`config.mk`:
```
export PLATFORM = sky130hd
export DESIGN_NAME = sc_reg_lane_shifter
export DESIGN_NICKNAME = d
export VERILOG_FILES = /design/src/rtl/sc_reg_lane_shifter.sv
export SDC_FILE = /design/constraint.sdc
export NUM_CORES = 1
export LEC_CHECK = 0
export BUFFER_PORTS_ARGS = -buffer_cell sky130_fd_sc_hd__buf_2
export CAP_MARGIN = 20
export CORE_MARGIN = 4
export CORE_UTILIZATION = 50
export CTS_CLUSTER_DIAMETER = 150
export DETAILED_ROUTE_END_ITERATION = 10
export GPL_TIMING_DRIVEN = 0
export HOLD_SLACK_MARGIN = 0.06
export MAX_ROUTING_LAYER = met4
export PLACE_DENSITY = 0.73
export SLEW_MARGIN = 30
export SYNTH_ARGS = -nofsm -noshare
export SYNTH_HDL_FRONTEND = slang
export SYNTH_SLANG_ARGS = --single-unit
```
`constraint.sdc`:
```
create_clock -name SC_RegLANESHIFTER_CLOCK_50 -period 1.9 [get_ports SC_RegLANESHIFTER_CLOCK_50]
set_clock_uncertainty 0.2 [all_clocks]
set_input_delay 0.19 -clock SC_RegLANESHIFTER_CLOCK_50 [delete_from_list [all_inputs] [get_ports SC_RegLANESHIFTER_CLOCK_50]]
set_output_delay 0.19 -clock SC_RegLANESHIFTER_CLOCK_50 [all_outputs]
set_load 0.005 [all_outputs]
```
`src/rtl/sc_reg_lane_shifter.sv`:
```
// Multi-lane rotating pattern register with per-lane period counters and an optional collision probe.
// Optional feature: define LANE_SHIFTER_HIT_EN to build the player/lane collision comparator.

module sc_reg_lane_shifter_lane #(
    parameter int                   DATAWIDTH    = 8,
    parameter int                   PERIODWIDTH  = 8,
    parameter logic [DATAWIDTH-1:0] INIT_PATTERN = '0
) (
    input  logic                   clk,
    input  logic                   rstN,
    input  logic                   clrN,
    input  logic                   ld,
    input  logic [DATAWIDTH-1:0]   ldData,
    input  logic [PERIODWIDTH-1:0] ldPeriod,
    input  logic                   ldDir,
    input  logic                   en,
    output logic [DATAWIDTH-1:0]   pattern,
    output logic                   tick
);

    logic [PERIODWIDTH-1:0] period;
    logic [PERIODWIDTH-1:0] counter;
    logic                   dir;

    always_ff @(posedge clk) begin
        tick <= 1'b0;
        if (!rstN) begin
            pattern <= '0;
            period  <= '0;
            dir     <= 1'b0;
            counter <= '0;
        end else if (!clrN) begin
            pattern <= INIT_PATTERN;
            counter <= '0;
        end else if (ld) begin
            pattern <= ldData;
            period  <= ldPeriod;
            dir     <= ldDir;
            counter <= '0;
        end else if (en && (period != '0)) begin
            // Counter runs 0..period, so a rotation lands every period+1 cycles.
            if (counter == period) begin
                counter <= '0;
                pattern <= dir ? {pattern[0], pattern[DATAWIDTH-1:1]}
                               : {pattern[DATAWIDTH-2:0], pattern[DATAWIDTH-1]};
                tick    <= 1'b1;
            end else begin
                counter <= counter + 1'b1;
            end
        end
    end

endmodule

module sc_reg_lane_shifter #(
    parameter int                   DATAWIDTH    = 8,
    parameter int                   LANES        = 4,
    parameter int                   PERIODWIDTH  = 8,
    parameter logic [DATAWIDTH-1:0] INIT_PATTERN = '0
) (
    input  logic                         SC_RegLANESHIFTER_CLOCK_50,
    input  logic                         SC_RegLANESHIFTER_RESET_InLow,
    input  logic                         SC_RegLANESHIFTER_clear_InLow,
    input  logic                         SC_RegLANESHIFTER_load_InLow,
    input  logic [$clog2(LANES)-1:0]     SC_RegLANESHIFTER_laneSel_InBUS,
    input  logic [DATAWIDTH-1:0]         SC_RegLANESHIFTER_data_InBUS,
    input  logic [PERIODWIDTH-1:0]       SC_RegLANESHIFTER_period_InBUS,
    input  logic                         SC_RegLANESHIFTER_dir_In,
    input  logic                         SC_RegLANESHIFTER_enable_In,
    input  logic [$clog2(LANES):0]       SC_RegLANESHIFTER_playerLane_InBUS,
    input  logic [DATAWIDTH-1:0]         SC_RegLANESHIFTER_playerMask_InBUS,
    output logic [LANES*DATAWIDTH-1:0]   SC_RegLANESHIFTER_data_OutBUS,
    output logic [LANES-1:0]             SC_RegLANESHIFTER_tick_OutBUS,
    output logic                         SC_RegLANESHIFTER_hit_Out
);

    localparam int SELW = $clog2(LANES);
    localparam int PLW  = $clog2(LANES) + 1;

    logic [LANES-1:0][DATAWIDTH-1:0] lanePattern;

    // An out-of-range laneSel matches no instance, so such a load touches nothing.
    for (genvar i = 0; i < LANES; i++) begin : gLane
        sc_reg_lane_shifter_lane #(
            .DATAWIDTH   (DATAWIDTH),
            .PERIODWIDTH (PERIODWIDTH),
            .INIT_PATTERN(INIT_PATTERN)
        ) uLane (
            .clk     (SC_RegLANESHIFTER_CLOCK_50),
            .rstN    (SC_RegLANESHIFTER_RESET_InLow),
            .clrN    (SC_RegLANESHIFTER_clear_InLow),
            .ld      (!SC_RegLANESHIFTER_load_InLow &&
                      (SC_RegLANESHIFTER_laneSel_InBUS == SELW'(i))),
            .ldData  (SC_RegLANESHIFTER_data_InBUS),
            .ldPeriod(SC_RegLANESHIFTER_period_InBUS),
            .ldDir   (SC_RegLANESHIFTER_dir_In),
            .en      (SC_RegLANESHIFTER_enable_In),
            .pattern (lanePattern[i]),
            .tick    (SC_RegLANESHIFTER_tick_OutBUS[i])
        );
    end

    assign SC_RegLANESHIFTER_data_OutBUS = lanePattern;

`ifdef LANE_SHIFTER_HIT_EN
    logic hitNext;

    always_comb begin
        hitNext = 1'b0;
        for (int i = 0; i < LANES; i++) begin
            if (SC_RegLANESHIFTER_playerLane_InBUS == PLW'(i))
                hitNext = |(lanePattern[i] & SC_RegLANESHIFTER_playerMask_InBUS);
        end
    end

    always_ff @(posedge SC_RegLANESHIFTER_CLOCK_50) begin
        if (!SC_RegLANESHIFTER_RESET_InLow) SC_RegLANESHIFTER_hit_Out <= 1'b0;
        else                                SC_RegLANESHIFTER_hit_Out <= hitNext;
    end
`else
    logic unusedPlayer;
    assign unusedPlayer = ^{SC_RegLANESHIFTER_playerLane_InBUS, SC_RegLANESHIFTER_playerMask_InBUS};
    assign SC_RegLANESHIFTER_hit_Out = 1'b0;
`endif

endmodule

```
==> results of run 1 <==
cell type report:
type	instances	area, sq um	area share [%]
inverters	2	7.51	0.102
flip-flops and latches	104	2160	29.2
plain buffers	39	244	3.30
multi-input cells	530	3700	50.1
repair buffers	122	881	11.9
clock inverters	2	35.0	0.474
well taps	140	175	2.37
clock buffers	14	183	2.47
cells in the mapped netlist, types with 4 or more instances:
library cell  instances
nand2_1             139
dfxtp_1             104
nor2_1               54
mux2i_1              48
o21ai_0              38
a21boi_0             36
a21oi_1              33
nand3_1              32
xor2_1               32
clkbuf_1             19
a211o_1              15
buf_2                11
nand4_1               9
nor4_1                9
and2_1                7
and3_1                7
buf_4                 7
a32oi_1               6
nand4b_1              6
nor3b_1               6
or4_1                 6
a31oi_1               5
nor4_2                5
ha_1                  4
nor3_1                4
flip-flops by register name (all words and copies together), names as in the netlist:
| register | cells |
|---|---|
| gLane.uLane.tick | 4 |
| gLane.uLane.dir | 4 |
| gLane.uLane.pattern | 32 |
| gLane.uLane.counter | 32 |
| gLane.uLane.period | 32 |
logic make-up (layout without fill, tap and decap cells):
family          count (synthesis)  after routing
simple gates                  302            302
compound gates                142            142
xor+xnor                       32             32
buf+inv                        41            179
mux                            49             49
other cells                     1              1
flops                         104            104
fa+ha+maj                       4              4
worst max-delay path, stage by stage (launching register included):
cell and delay (ps):
dfxtp_2 350, or4_4 550, o21a_4 250, a31oi_4 240, buf_6 170, nand2_1 80
a21oi_1 180
power breakdown:
group          internal [uW]  total, uW  leakage, uW  switching (uW)
Sequential              2190       2220     0.000865            24.8
Clock                    753       1500     0.000113             746
Combinational            357        766      0.00196             409
through the flow:
step	total power, uW	worst slack [ps]	cells	utilization (%)
after floorplan	2620	-81.0	675	-
after global placement	2760	-277	873	56.0
after detailed placement	2780	-351	873	56.0
after CTS	4430	-147	937	63.9
after global routing	4660	-261	953	68.2
final	4480	-196	953	68.2
routing by layer:
layer | up-vias | share of wire [%] | wire length, um
met3 | 41 | 6.2 | 1000
met2 | 205 | 48 | 7850
met5 | - | 0 | 0
met4 | 0 | 2.8 | 454
met1 | 2647 | 43 | 6920
li1 | 2631 | - | -
how the worst max path moves through the flow:
| stage | cells after the start | slack [ps] | startpoint | endpoint |
|---|---|---|---|---|
| CTS | 6 | -150 | gLane[2].uLane.period[4]$_SDFFE_PN0P_ | gLane[2].uLane.pattern[6]$_SDFFE_PP0P_ |
| detailed placement | 7 | -350 | SC_RegLANESHIFTER_load_InLow | gLane[1].uLane.pattern[3]$_SDFFE_PP0P_ |
| global placement | 6 | -280 | gLane[2].uLane.period[4]$_SDFFE_PN0P_ | gLane[2].uLane.counter[4]$_SDFFE_PP0P_ |
| finish | 6 | -200 | gLane[0].uLane.period[4]$_SDFFE_PN0P_ | gLane[0].uLane.pattern[3]$_SDFFE_PP0P_ |
| global route | 6 | -260 | gLane[0].uLane.period[4]$_SDFFE_PN0P_ | gLane[0].uLane.pattern[3]$_SDFFE_PP0P_ |
| floorplan | 5 | -80 | gLane[1].uLane.period[3]$_SDFFE_PN0P_ | gLane[1].uLane.pattern[4]$_SDFFE_PP0P_ |
placed cells by master (no fill, tap or decap), types with 7 or more instances in the layout:
cell type        n
nand2_1        133
clkbuf_8        13
or4_4            8
clkbuf_1        16
nand4_1          9
dfxtp_1         58
dfxtp_2         38
nor2_1          49
dlygate4sd3_1   18
a21oi_1         29
xor2_2          15
buf_2           68
mux2i_1         47
nand3_1         30
dfxtp_4          8
a211o_1         15
o21ai_0         29
nor4_1           9
nor4_4           8
xor2_1          13
a21boi_0        36
and2_1           7
and3_1           7
buf_6           19
buf_4           35
timing repair:
action,4_1_cts,5_1_grt
endpoints found under the hold margin,58,0
hold buffers,18,0
setup endpoints to repair,67,72
gates cloned,2,4
pin swaps,25,32
gates resized for setup,65,97
buffers inserted,28,12
==> results.rst, run 1 <==
.. list-table::
   :header-rows: 1

   * - Metric
     - Value
   * - Status
     - finished with violations
   * - Violations in the final reports
     - negative setup slack
   * - Final setup violation count
     - 40
   * - Kind of capture point of the worst setup path
     - flip-flop
   * - TritonCTS buffer count
     - 9
   * - Fraction of the mapped netlist area in adder cells
     - 0.900%
   * - Number of design rule violations left after detail routing
     - 0
   * - Average instance area after synthesis
     - 8.24 sq um
   * - Number of placed I/O pins
     - 72
   * - Depth of the worst register-to-register path
     - 6
   * - Aggregate global-route resource usage
     - 25.1%
   * - Via/cell ratio
     - 5.80
   * - Skew-Pair Late Insertion Delay
     - 380 ps
   * - Worst hold slack
     - 123 ps
   * - Static leakage
     - 0.00294 uW
   * - Smallest setup slack after layout
     - -196 ps
   * - Sort of element at the start of the critical path
     - flip-flop
   * - Grt peak-use layer
     - met2
   * - Total power per unit cell area
     - 607 mW/mm^2
   * - Starting DRT DRC Count
     - 272
   * - Register bit total from synthesis
     - 104
   * - Setup repair after global routing missed its margin
     - true
   * - Half-perimeter wire length after placement
     - 10400 um
   * - GR met1 Demand/Resource
     - 31.8%
   * - Final Wtd Congestion
     - 0.847
   * - Top achievable clock speed
     - 477 MHz
   * - TritonCTS clock tree
     - built
   * - GR Util met2
     - 40.6%
   * - Syn Nets
     - 714
   * - Std cell rows
     - 38
   * - Final critical-path share of the clock period
     - 110%
   * - Filler cell count
     - 822
   * - Number of levels the H-tree was split into
     - 3
   * - Vias in the first global route
     - 5426
   * - Gate count after technology mapping
     - 675
   * - Area grow syn2layout
     - 32.9%
   * - DP Area
     - 0.00607 sq mm
   * - First drt pass iteration count
     - 7
   * - Distinct cell type count after synthesis
     - 44
   * - Mux cell area share after synthesis
     - 8.84%
   * - TritonCTS sink count
     - 104
   * - Hold path endpoint
     - gLane[3].uLane.period[4]$_SDFFE_PN0P_
   * - Fin Setup TNS
     - -4020 ps
   * - Grt met3 use
     - 3.93%
   * - Clock transition at path regs
     - 90 ps
   * - CP required
     - 1990 ps
   * - Peak supply drop
     - 0.361 mV
   * - Area share of the largest cell type after synthesis
     - 37.4%
   * - # nets final
     - 847
   * - Design Area, Final
     - 0.00739 sq mm
   * - Die extent in y
     - 113 um
   * - Clock tree root driver cell
     - clkbuf_8
   * - Endpoint of the worst register-to-register path
     - gLane[0].uLane.pattern[3]$_SDFFE_PP0P_
   * - Final Critical Period
     - 2100 ps
   * - Routed Wire Length
     - 16200 um
   * - Pin slew with the least headroom to its limit
     - 623 ps
   * - Maximum buffer depth of the clock tree
     - 2
   * - Maximum net fanout on the critical path
     - 5
   * - Library cell occupying the most area in the post-synthesis netlist
     - dfxtp_1
   * - Startpoint of the tightest hold check path
     - SC_RegLANESHIFTER_clear_InLow
   * - Die outline width
     - 113 um
   * - Largest family of logic cells by synthesized area
     - simple AND/OR/NAND/NOR gates
   * - Number of pins exceeding their max-slew limit in the final report
     - 0
   * - Launch point of the worst reg-to-reg path
     - gLane[0].uLane.period[4]$_SDFFE_PN0P_
   * - Share of final-layout standard cells stronger than drive strength 1
     - 31.9%
   * - Seq/Total Area, Yosys
     - 37.4%
   * - Antenna-violating nets left
     - 0
   * - Depth of the worst hold-timing path
     - 5
   * - Buffers on Ports
     - 58
   * - Fin. Hold Viols
     - 0
   * - Post-Synth Simple-Gate Area
     - 27.0%
   * - Overall die area
     - 0.0129 sq mm
   * - Number of flops mapped to enable cells by yosys
     - 0
   * - Post-synth design cell area
     - 0.00556 sq mm
   * - Effective utilization at floorplan
     - 51.3%
   * - Register-to-Register Setup Slack
     - -200 ps
   * - Number of maximum-capacitance constraint violations
     - 0
   * - Count of warnings emitted by yosys
     - 0
   * - Post-synthesis xor/xnor area fraction
     - 5.04%
   * - Wire length of the first global-routing pass
     - 25700 um
   * - Crit Path Category
     - flip-flop to flip-flop
   * - Core area
     - 0.0108 sq mm
   * - Total inserted antenna cells
     - 0
   * - Via count
     - 5524
   * - Kind of path behind the tightest hold check
     - primary input to flip-flop
   * - Worst rel slew slack
     - 58.5%
   * - WL per Instance
     - 17.0 um
   * - Arrival time of data at the critical path endpoint
     - 2190 ps
   * - Total grt overflow
     - 0
   * - Share of async-settable or async-resettable flops after synthesis
     - 0%
   * - Leading post-synthesis cells by cell area
     - dfxtp_1 37%, nand2_1 9.4%, mux2i_1 8.6%
   * - Synth Area in Compound Gates
     - 17.3%
   * - Largest net degree at the start of global routing
     - 16
   * - Predominant post-synthesis flop cell
     - dfxtp_1
   * - Number of antenna violations at the first check in global routing
     - 0
Power figures use the tool's default switching activity.
==> inputs of run 2 (changes only) <==
MAX_ROUTING_LAYER = unset   (was met4)
==> run 2 against run 1 <==
Effect of this change: the run still ends with negative setup slack left; sequential cell count unchanged; sequential power barely moved; clock power is essentially flat; cell count increased by 0.10%.
==> results.rst, run 2 (synthesis gave the netlist of run 1 again) <==
.. list-table::
   :header-rows: 1

   * - Metric
     - Value
   * - Overall die area
     - 0.0129 sq mm
   * - TritonCTS sink count
     - 104
   * - Half-perimeter wire length after placement
     - 10400 um
   * - Number of antenna violations at the first check in global routing
     - 0
   * - Number of maximum-capacitance constraint violations
     - 0
   * - Fin. Hold Viols
     - 0
   * - Core area
     - 0.0108 sq mm
   * - Arrival time of data at the critical path endpoint
     - 2180 ps
   * - Grt peak-use layer
     - met2
   * - Setup repair after global routing missed its margin
     - true
   * - GR Util met2
     - 40.6%
   * - Skew-Pair Late Insertion Delay
     - 370 ps
   * - Maximum net fanout on the critical path
     - 5
   * - Clock tree root driver cell
     - clkbuf_8
   * - GR met1 Demand/Resource
     - 31.4%
   * - Total design power
     - 4490 uW
   * - Effective utilization at floorplan
     - 51.3%
   * - Routed Wire Length
     - 16300 um
   * - # nets final
     - 848
   * - Kind of path behind the tightest hold check
     - primary input to flip-flop
   * - Area of combinational cells with multiple inputs
     - 0.00375 sq mm
   * - Design Area, Final
     - 0.00745 sq mm
   * - Worst hold slack
     - 128 ps
   * - Largest net degree at the start of global routing
     - 16
   * - TritonCTS buffer count
     - 9
   * - Depth of the worst hold-timing path
     - 5
   * - Grt met3 use
     - 4.72%
   * - Register-to-Register Setup Slack
     - -200 ps
   * - DP Area
     - 0.00607 sq mm
   * - Buffers on Ports
     - 58
   * - Final critical-path share of the clock period
     - 110%
   * - Area grow syn2layout
     - 34.0%
   * - Smallest setup slack after layout
     - -196 ps
   * - Total area of sequential cells
     - 0.00216 sq mm
   * - Status
     - finished with violations
   * - Die outline width
     - 113 um
   * - Largest stage delay on the critical path
     - 550 ps
   * - Total inserted antenna cells
     - 0
   * - Vias in the first global route
     - 5416
   * - TritonCTS clock tree
     - built
   * - Commonest cells after routing, fill and taps aside
     - 133 x nand2_1, 68 x buf_2, 56 x dfxtp_1
   * - Number of levels the H-tree was split into
     - 3
   * - Final core utilization
     - 68.7%
   * - Number of placed I/O pins
     - 72
   * - Worst rel slew slack
     - 57.0%
   * - Share of final-layout standard cells stronger than drive strength 1
     - 32.9%
   * - Final setup violation count
     - 39
   * - Clock transition at path regs
     - 90 ps
   * - Maximum buffer depth of the clock tree
     - 2
   * - Number of design rule violations left after detail routing
     - 0
   * - Critical path, cell by cell
     - or4_4 > o21a_4 > a31oi_4 > buf_6 > nand2_1 > a21oi_1
   * - Total grt overflow
     - 0
   * - WL per Instance
     - 17.1 um
   * - Filler cell count
     - 813
   * - Crit Path Category
     - flip-flop to flip-flop
   * - Sort of element at the start of the critical path
     - flip-flop
   * - Final Critical Period
     - 2100 ps
   * - Std cell rows
     - 38
   * - Antenna-violating nets left
     - 0
   * - Kind of capture point of the worst setup path
     - flip-flop
   * - Wire length of the first global-routing pass
     - 25800 um
   * - Number of pins exceeding their max-slew limit in the final report
     - 0
   * - Critical Path Slowest Stage Cell
     - or4_4
   * - Most common cell after layout, fill and taps aside
     - nand2_1
   * - Final Wtd Congestion
     - 0.834
   * - Die extent in y
     - 113 um
   * - First drt pass iteration count
     - 5
   * - Starting DRT DRC Count
     - 327
   * - Peak supply drop
     - 0.361 mV
   * - CP required
     - 1990 ps
   * - Via/cell ratio
     - 5.80
   * - Violations in the final reports
     - negative setup slack
   * - Aggregate global-route resource usage
     - 24.4%
   * - Largest registers in the final layout
     - gLane.uLane.counter: 32 flops, gLane.uLane.pattern: 32 flops, gLane.uLane.period: 32 flops
   * - Depth of the worst register-to-register path
     - 6
   * - Via count
     - 5531
   * - Pin slew with the least headroom to its limit
     - 645 ps
   * - Total power per unit cell area
     - 602 mW/mm^2
   * - Static leakage
     - 0.00295 uW
   * - Top achievable clock speed
     - 477 MHz
run 2: cell types whose count changed in the layout (fill, tap and decap cells not counted), sizes merged:
cell	previous run	this run
clkbuf	29	30
run 2: stage by stage:
stage / std cells / setup TNS, ps / setup slack (ps)
6_report: 954 / -3840 / -196
5_1_grt: 954 / -6350 / -261
4_1_cts: 937 / -4560 / -147
3_5_place_dp: 873 / -18980 / -351
3_3_place_gp: 873 / -14190 / -277
2_1_floorplan: 675 / -1430 / -81.0
run 2: power by group:
group | internal [uW] | total [uW] | switching [uW]
Sequential | 2190 | 2220 | 25.2
Clock | 753 | 1490 | 741
Combinational | 362 | 776 | 414
Total | 3310 | 4490 | 1180
run 2: routing by layer:
layer / share of wire, % / wire (um)
met4: 2.8 / 464
met5: 0 / 0
met1: 42 / 6900
met2: 48 / 7910
met3: 6.5 / 1060
run 2: timing repair:
item                                    in CTS  in global routing
endpoints found under the setup margin      67                 74
resized for setup                           65                112
cloned                                       2                  5
pin swaps                                   25                 40
hold buffers                                18                  0
hold endpoints to repair                    58                  0
buffers inserted                            28                 12
run 2: area by class of cell:
class / instances / share of cell area, %
inverters: 2 / 0.101
plain buffers: 39 / 3.29
multi-input cells: 530 / 50.3
clock buffers: 14 / 2.45
repair buffers: 123 / 12.0
well taps: 140 / 2.35
clock inverters: 2 / 0.470
flip-flops and latches: 104 / 29.0
run 2: worst paths after layout:
kind                                          from                                endpoint
max          gLane[0].uLane.period[4]$_SDFFE_PN0P_  gLane[0].uLane.pattern[3]$_SDFFE_PP0P_
min                  SC_RegLANESHIFTER_clear_InLow   gLane[3].uLane.period[2]$_SDFFE_PN0P_
max reg2reg  gLane[0].uLane.period[4]$_SDFFE_PN0P_  gLane[0].uLane.pattern[3]$_SDFFE_PP0P_
min reg2reg  gLane[1].uLane.period[3]$_SDFFE_PN0P_   gLane[1].uLane.period[3]$_SDFFE_PN0P_
run 2: worst max-delay path, delay by kind of cell, from the launching register on:
family                 cells  cell delay [ps]
AOI/OAI and AO/OA          3              670
buffers and inverters      1              170
DFF                        1              350
and+or+nand+nor            2              630
==> inputs of run 3 (changes only) <==
BUFFER_PORTS_ARGS = -buffer_cell sky130_fd_sc_hd__buf_4   (was -buffer_cell sky130_fd_sc_hd__buf_2)
CAP_MARGIN = unset   (was 20)
PLACE_DENSITY = 0.71   (was 0.73)
clock period = 2.21 ns   (was 1.9 ns; I/O delays follow)
==> run 3 against run 2 <==
Effect of this change: the flow now finishes without violations; setup slack gained 260 ps; first-iteration DRC count grew 3.7%; design area shrank 10%; cell count shrank 4.5%; largest power group unchanged.
==> results.rst, run 3 (synthesis gave the netlist of run 1 again) <==
.. list-table::
   :header-rows: 1

   * - Metric
     - Value
   * - Status
     - finished clean
   * - First drt pass iteration count
     - 6
   * - Total power per unit cell area
     - 550 mW/mm^2
   * - Top achievable clock speed
     - 467 MHz
   * - Most common cell after layout, fill and taps aside
     - nand2_1
   * - Overall die area
     - 0.0129 sq mm
   * - Vias in the first global route
     - 4938
   * - Die outline width
     - 113 um
   * - Via/cell ratio
     - 5.73
   * - Largest stage delay on the critical path
     - 540 ps
   * - Number of levels the H-tree was split into
     - 3
   * - Switching power total
     - 981 uW
   * - Routed Wire Length
     - 14500 um
   * - Number of pins exceeding their max-slew limit in the final report
     - 0
   * - Peak supply drop
     - 0.383 mV
   * - Delay-heaviest family, CP
     - compound AO/OA/AOI/OAI gates
   * - Largest registers in the final layout
     - gLane.uLane.counter: 32 flops, gLane.uLane.pattern: 32 flops, gLane.uLane.period: 32 flops
   * - Part of the total power dissipated in combinational logic
     - 13.9%
   * - Share of final-layout standard cells stronger than drive strength 1
     - 16.2%
   * - TritonCTS sink count
     - 104
   * - Fin. Hold Viols
     - 0
   * - Fin Setup TNS
     - 0 ps
   * - Pre-CTS setup slack
     - -86.1 ps
   * - Number of placed I/O pins
     - 72
   * - Final setup violation count
     - 0
   * - Final core utilization
     - 61.6%
   * - Number of design rule violations left after detail routing
     - 0
   * - Clock transition at path regs
     - 100 ps
   * - Static leakage
     - 0.00267 uW
   * - Worst rel slew slack
     - 49.1%
   * - Arrival time of data at the critical path endpoint
     - 2200 ps
   * - Total inserted antenna cells
     - 0
   * - Area grow syn2layout
     - 20.2%
   * - Int Pwr
     - 2690 uW
   * - Sum of buffers and inverters on the critical path
     - 1
   * - Setup repair after global routing missed its margin
     - true
   * - Final critical-path share of the clock period
     - 96.9%
   * - CP required
     - 2260 ps
   * - Effective utilization at floorplan
     - 51.3%
   * - Seq pwr share
     - 52.1%
   * - Number of maximum-capacitance constraint violations
     - 0
   * - Crit Path Category
     - flip-flop to flip-flop
   * - Buffers on Ports
     - 58
   * - Number of antenna violations at the first check in global routing
     - 0
   * - Clock tree root driver cell
     - clkbuf_8
   * - Final Critical Period
     - 2140 ps
   * - TritonCTS clock tree
     - built
   * - Maximum net fanout on the critical path
     - 10
   * - Final Wtd Congestion
     - 0.851
   * - Total grt overflow
     - 0
   * - Half-perimeter wire length after placement
     - 10300 um
   * - Via count
     - 5217
   * - Pin slew with the least headroom to its limit
     - 758 ps
   * - TritonCTS buffer count
     - 9
   * - # nets final
     - 805
   * - Sort of element at the start of the critical path
     - flip-flop
   * - Critical path, cell by cell
     - or4_1 > o21a_1 > a31oi_4 > buf_4 > a211o_1 > a21oi_1
   * - Core area
     - 0.0108 sq mm
   * - Placed Cells incl. Taps
     - 873
   * - Antenna-violating nets left
     - 0
   * - Commonest cells after routing, fill and taps aside
     - 139 x nand2_1, 103 x dfxtp_1, 68 x buf_4
   * - Clock network fraction of total power
     - 34.0%
   * - Skew-Pair Late Insertion Delay
     - 390 ps
   * - Count of placed standard cells in the final layout, fillers left out
     - 911
   * - Wire length of the first global-routing pass
     - 24100 um
   * - Largest net degree at the start of global routing
     - 17
   * - Kind of capture point of the worst setup path
     - flip-flop
   * - Smallest setup slack after layout
     - 67.8 ps
   * - Net Sw Frac
     - 26.7%
   * - Std cell rows
     - 38
   * - Critical Path Slowest Stage Cell
     - or4_1
   * - Aggregate global-route resource usage
     - 22.9%
   * - Maximum buffer depth of the clock tree
     - 2
   * - WL per Instance
     - 15.9 um
   * - Kind of path behind the tightest hold check
     - primary input to flip-flop
   * - Starting DRT DRC Count
     - 339
   * - Die extent in y
     - 113 um
-- run 3: area by class of cell --
class	count	area (sq um)
multi-input combinational	530	3350
inverter	2	7.51
buffer	39	190
clock buffer	11	151
fill	953	4160
sequential	104	2080
tap	140	175
timing repair buffer	80	667
clock inverter	5	55.1
-- run 3: what timing repair did --
item                                   CTS  global route
hold buffers                            15             0
setup endpoints to repair                1            47
buffers inserted                         0             6
gates resized for setup                  1            16
endpoints found under the hold margin   52             0
cloned                                   0             1
pin swaps                                1             7
-- run 3: per-stage QoR --
stage / hold slack, ps / cell area [sq um] / total power, uW
after detailed placement: 285 / 6170 / 2390
final: 65.2 / 6680 / 3670
after global placement: 279 / 6170 / 2380
after floorplan: 166 / 5560 / 2240
after CTS: 63.5 / 6540 / 3650
after global routing: 81.0 / 6680 / 3830
-- run 3: power by group through the flow --
stage | sequential, uW | clock, uW | combinational (uW)
6_report | 1910 | 1250 | 512
5_1_grt | 1920 | 1360 | 559
4_1_cts | 1910 | 1280 | 460
3_5_place_dp | 1960 | 0 | 435
3_3_place_gp | 1950 | 0 | 427
2_1_floorplan | 1950 | 0 | 291
-- run 3: final timing paths --
kind,start,endpoint,slack [ps],cells past startpoint
min reg2reg,gLane[3].uLane.period[6]$_SDFFE_PN0P_,gLane[3].uLane.period[6]$_SDFFE_PN0P_,300,2
min,SC_RegLANESHIFTER_data_InBUS[3],gLane[2].uLane.pattern[3]$_SDFFE_PP0P_,70,5
max,gLane[3].uLane.period[4]$_SDFFE_PN0P_,gLane[3].uLane.pattern[5]$_SDFFE_PP0P_,70,6
max reg2reg,gLane[3].uLane.period[4]$_SDFFE_PN0P_,gLane[3].uLane.pattern[5]$_SDFFE_PP0P_,70,6
-- run 3: per-layer routing --
layer,GRT usage [%],share of wire [%]
met2,36.3,46
met4,9.38,2.2
met5,0,0
met1,31.3,45
met3,3.50,6.2
-- run 3: worst min-delay path: cells and delay by family --
family | cells | cell delay [ps]
simple gates | 2 | 120
compound gates | 1 | 70
mux | 1 | 70
buf+inv | 1 | 120
